`config.mk`:
```
export PLATFORM = sky130hd
export DESIGN_NAME = mem_copy_dma
export DESIGN_NICKNAME = d
export VERILOG_FILES = /design/src/rtl/mem_copy_dma.sv
export SDC_FILE = /design/constraint.sdc
export NUM_CORES = 1
export LEC_CHECK = 0
export ABC_AREA = 0
export ABC_CLOCK_PERIOD_IN_PS = 2900
export BUFFER_PORTS_ARGS = -buffer_cell sky130_fd_sc_hd__clkbuf_2
export CAP_MARGIN = 30
export CORE_MARGIN = 2
export CORE_UTILIZATION = 55
export DETAILED_ROUTE_END_ITERATION = 12
export GPL_TIMING_DRIVEN = 0
export PLACE_DENSITY_LB_ADDON = 0.2
export SLEW_MARGIN = 20
export SYNTH_ARGS = -nofsm -noshare
export SYNTH_HDL_FRONTEND = slang
export SYNTH_SLANG_ARGS = --single-unit
```
`constraint.sdc`:
```
create_clock -name clk -period 2.9 [get_ports clk]
set_input_delay 0.29 -clock clk [delete_from_list [all_inputs] [get_ports clk]]
set_output_delay 0.29 -clock clk [all_outputs]
set_load 0.01 [all_outputs]
```
`src/rtl/mem_copy_dma.sv`:
```
// mem_copy_dma: memory-bus initiator that copies a block of words from a source
// address to a destination address, one word at a time (read, read, write).
// It requests the shared bus through a bus_req/bus_gnt pair and uses the same
// mem_cmd/mem_addr/write_data/read_data protocol as the CPU.
module mem_copy_dma #(
  parameter int AW = 9,
  parameter int DW = 16,
  parameter int LW = 8
) (
  input  logic          clk,
  input  logic          reset,
  input  logic          start,
  input  logic [AW-1:0] src_addr,
  input  logic [AW-1:0] dst_addr,
  input  logic [LW-1:0] len,
  output logic          busy,
  output logic          done,
  output logic          bus_req,
  input  logic          bus_gnt,
  output logic [1:0]    mem_cmd,
  output logic [AW-1:0] mem_addr,
  output logic [DW-1:0] write_data,
  input  logic [DW-1:0] read_data
);

  localparam logic [1:0] MNONE  = 2'b00;
  localparam logic [1:0] MREAD  = 2'b01;
  localparam logic [1:0] MWRITE = 2'b10;

  typedef enum logic [2:0] {
    IDLE = 3'd0,
    REQ  = 3'd1,
    RD1  = 3'd2,
    RD2  = 3'd3,
    WR   = 3'd4,
    DONE = 3'd5
  } state_t;

  state_t        state_q, state_d;
  logic [AW-1:0] src_ptr_q, src_ptr_d;
  logic [AW-1:0] dst_ptr_q, dst_ptr_d;
  logic [LW-1:0] cnt_q, cnt_d;
  logic [DW-1:0] data_reg_q, data_reg_d;

  // State, pointers, remaining word count and the captured data word.
  always_ff @(posedge clk or negedge reset) begin
    if (!reset) begin
      state_q    <= IDLE;
      src_ptr_q  <= '0;
      dst_ptr_q  <= '0;
      cnt_q      <= '0;
      data_reg_q <= '0;
    end else begin
      state_q    <= state_d;
      src_ptr_q  <= src_ptr_d;
      dst_ptr_q  <= dst_ptr_d;
      cnt_q      <= cnt_d;
      data_reg_q <= data_reg_d;
    end
  end

  // Next-state and datapath updates; pointers wrap naturally modulo 2^AW.
  always_comb begin
    state_d    = state_q;
    src_ptr_d  = src_ptr_q;
    dst_ptr_d  = dst_ptr_q;
    cnt_d      = cnt_q;
    data_reg_d = data_reg_q;
    case (state_q)
      IDLE: begin
        if (start) begin
          src_ptr_d = src_addr;
          dst_ptr_d = dst_addr;
          cnt_d     = len;
          state_d   = (len == '0) ? DONE : REQ;
        end
      end
      REQ: begin
        if (bus_gnt) begin
          state_d = RD1;
        end
      end
      RD1: begin
        state_d = RD2;
      end
      RD2: begin
        data_reg_d = read_data;
        state_d    = WR;
      end
      WR: begin
        src_ptr_d = src_ptr_q + AW'(1);
        dst_ptr_d = dst_ptr_q + AW'(1);
        cnt_d     = cnt_q - LW'(1);
        if (cnt_q == LW'(1)) begin
          state_d = DONE;
        end else if (bus_gnt) begin
          state_d = RD1;
        end else begin
          state_d = REQ;
        end
      end
      DONE: begin
        state_d = IDLE;
      end
      default: begin
        state_d = IDLE;
      end
    endcase
  end

  // Bus and status outputs decoded from the current state; the bus is idle
  // (MNONE, zero address and data) outside the read and write states.
  always_comb begin
    busy       = 1'b0;
    done       = 1'b0;
    bus_req    = 1'b0;
    mem_cmd    = MNONE;
    mem_addr   = '0;
    write_data = '0;
    case (state_q)
      REQ: begin
        busy    = 1'b1;
        bus_req = 1'b1;
      end
      RD1: begin
        busy     = 1'b1;
        bus_req  = 1'b1;
        mem_cmd  = MREAD;
        mem_addr = src_ptr_q;
      end
      RD2: begin
        busy     = 1'b1;
        bus_req  = 1'b1;
        mem_cmd  = MREAD;
        mem_addr = src_ptr_q;
      end
      WR: begin
        busy       = 1'b1;
        bus_req    = 1'b1;
        mem_cmd    = MWRITE;
        mem_addr   = dst_ptr_q;
        write_data = data_reg_q;
      end
      DONE: begin
        done = 1'b1;
      end
      default: begin
        busy = 1'b0;
      end
    endcase
  end

endmodule

```
==> reports/metrics.cfg <==
[status]
status=finished clean

[clocking]
clock_latency_ns=0.31
cts_hold_buf=0
clk_path_buf_depth=2
clk_pin_slew_worst_paths_ns=0.09
root_buffer=clkbuf_8
cts_tree=yes
cts_made_buffers=5
ctsResizeCount=0
postCtsSetupRepairBufs=0
h-tree-depth=2
clock_sinks=45

[sta]
fin_tns_setup_ns=0
fin_ws_ns=0.429
setup_viol_count_final=0
slew-limit-headroom=0.559
rsz0062_at_grt=no
tightest_slew_ns=0.657
drv_slew=0
fmax_mhz=405
finalCriticalPeriod_ns=2.47
finClkSkew_ns=0.0126
hold_viol_final=0
post-route-period-util=0.852

[routing]
wl_per_cell_um=16.7
vias=2713
vias_per_cell=6.00
first_pass_iters=5
drt_iter0_drc=247
drc=0
drt_wl_total_mm=7.54
postRouteAntennaNets=0

[setup_path]
cp-start-kind=flop
cp_slowest_stage_delay_ns=0.48
cp.arrival_ns=2.18
crit_family=buffers and inverters
crit_slowest_cell=buf_1
setup.worst_path.end_class=output port
rrSetupSlack_ns=1.04
path_class=flop to output port
path_buf_inv=5
crit_fanout=10
cp.required_ns=2.61
path_cells=buf_2 > clkbuf_1 > buf_1 > xnor2_1 > buf_4 > clkbuf_2

[global_routing]
overflow=0
grt_max_degree=46
grt_pass1_wl_mm=11.9
grt_pass1_vias=2542
track_usage=0.284
antenna_found_initial=0

[cells_and_area]
n_fill_cell=402
syn2layout_area_growth_pct=21.0
drive_gt1_frac=0.304
stdcell_area_um2=3310
diodes=0
nNetsFinal=434

[placement]
io_buffer_count=74
globalplace.congestion=0.954
place_hpwl_mm=5.35
pre_cts_ws_ns=0.774
place_area_um2=3190

[floorplan]
initial_core_util=0.575
core_um2=4750
ioPinCount=76
die_y_um=74.5
dieWidth_um=74.5
rows=25
dieArea_um2=5550

[synthesis]
synth_ff_type=dfrtp_1
synth_cell_type_count=49
yosys_warnings=0
synth-async-reset-ratio=1.00
synthCells=303
seq_area_frac_synth=0.412
synth_nets=353
syn_avg_cell_area_um2=9.02
synth-edff-count=0
ys_ff_latch=45
netlist_area_um2=2730

[pwr]
ir_drop_mv=0.532
total_power_w=0.00354
powerDensity_nw_per_um2=1070
p_leak_nw=1.51

[job]
max_cap_violations=0

[hold_path]
min_path_type=input port to asynchronous set/reset pin

-- flip-flops by register name (all words and copies together) (netlist names) --
register    flops
data_reg_q     16
dst_ptr_q       9
src_ptr_q       9
cnt_q           8
state_q         3
-- cell usage after synthesis (all sizes together), types with 2 or more instances --
library cell	n	area (um2)
mux2i	4	40.0
nand2	24	90.1
o22ai	18	113
inv	7	26.3
nand2b	2	12.5
nor3b	2	15.0
ha	4	50.1
xnor2	2	17.5
nor2	13	48.8
a21oi	27	135
a31oi	3	18.8
clkbuf	11	43.8
nor4	5	31.3
and2	16	100
a22o	8	70.1
nor3	13	65.1
o211ai	2	20.0
nand3	11	55.1
nand4	2	12.5
mux2	16	180
and3	2	12.5
buf	13	78.8
dfrtp	45	1130
or2	4	25.0
o22a	10	87.6
a211oi	3	22.5
o21ai	19	95.1
nor2b	3	18.8
-- logic make-up after synthesis --
kind of cell,share of synthesized area
multiplexers,0.0805
flip-flops,0.412
adder cells (fa/ha/maj),0.0183
XOR/XNOR,0.00641
AO/OA/AOI/OAI,0.232
buffers and inverters,0.0558
AND/OR/NAND/NOR,0.195
-- stage by stage --
step	util	instances	hold slack (ns)
after floorplan	-	303	-0.00559
after global placement	0.671	444	0.479
after detailed placement	0.671	444	0.368
after CTS	0.696	452	0.0385
after global routing	0.696	452	0.0525
final	0.696	452	0.0104
-- layout make-up --
| class | instances | area (um2) | area share |
|---|---|---|---|
| Buffer | 24 | 123 | 0.0371 |
| Clock buffer | 7 | 86.3 | 0.0261 |
| Clock inverter | 1 | 30.0 | 0.00908 |
| Inverter | 8 | 30.0 | 0.00908 |
| Multi-Input combinational cell | 226 | 1460 | 0.440 |
| Sequential cell | 45 | 1130 | 0.341 |
| Tap cell | 67 | 83.8 | 0.0253 |
| Timing Repair Buffer | 74 | 373 | 0.113 |
-- report_power, final --
part | internal (W) | switching [W] | leakage (nW)
Sequential | 0.000949 | 0.000322 | 0.530
Combinational | 0.000799 | 0.000966 | 0.918
Clock | 0.000281 | 0.000219 | 0.0585
-- layer usage --
layer  vias to the layer above  routed length, um  track usage  share of wire
met5                         -                  0            0              0
met4                         0                161       0.0893          0.021
met3                        19                523       0.0474          0.069
met2                       114               3680        0.474           0.49
met1                      1300               3170        0.378           0.42
li1                       1280                  -            -              -
-- cell usage in the layout, fill, tap and decap left out, types with 2 or more instances in the layout --
master,synthesis,routed
nand3_1,11,11
and3_1,2,2
ha_1,4,4
nor3b_1,2,2
clkbuf_2,2,75
buf_6,2,2
mux2i_1,4,4
nor2b_1,3,3
nor4_1,5,5
a22o_1,8,8
nand4_1,2,2
xnor2_1,2,2
nor2_1,13,13
nor3_1,13,13
o22ai_1,18,18
o22a_1,10,10
dfrtp_1,45,45
mux2_2,16,16
buf_2,9,9
a211oi_1,3,3
and2_1,16,16
a31oi_1,3,3
nand2b_1,2,2
or2_2,3,3
inv_1,7,7
a21oi_1,27,27
o21ai_0,18,18
nand2_1,24,24
clkbuf_1,9,10
clkbuf_8,0,6
-- worst register-to-register path: cells and delay by family (launching register included) --
family / cells / cell delay (ns)
AO/OA/AOI/OAI: 1 / 0.12
flip-flops: 1 / 0.40
buffers and inverters: 2 / 0.43
AND/OR/NAND/NOR: 3 / 0.84
-- path summary, 6_finish.rpt --
kind	from	cells after the start	endpoint
setup / recovery	state_q[2]	6	busy
hold / removal	reset	1	dst_ptr_q[4]
setup reg to reg	state_q[0]	6	src_ptr_q[7]
hold reg to reg	data_reg_q[14]	1	data_reg_q[14]
max in group asynchronous	reset	1	data_reg_q[12]
min in group clk	read_data[3]	2	data_reg_q[3]
Power figures use the tool's default switching activity.
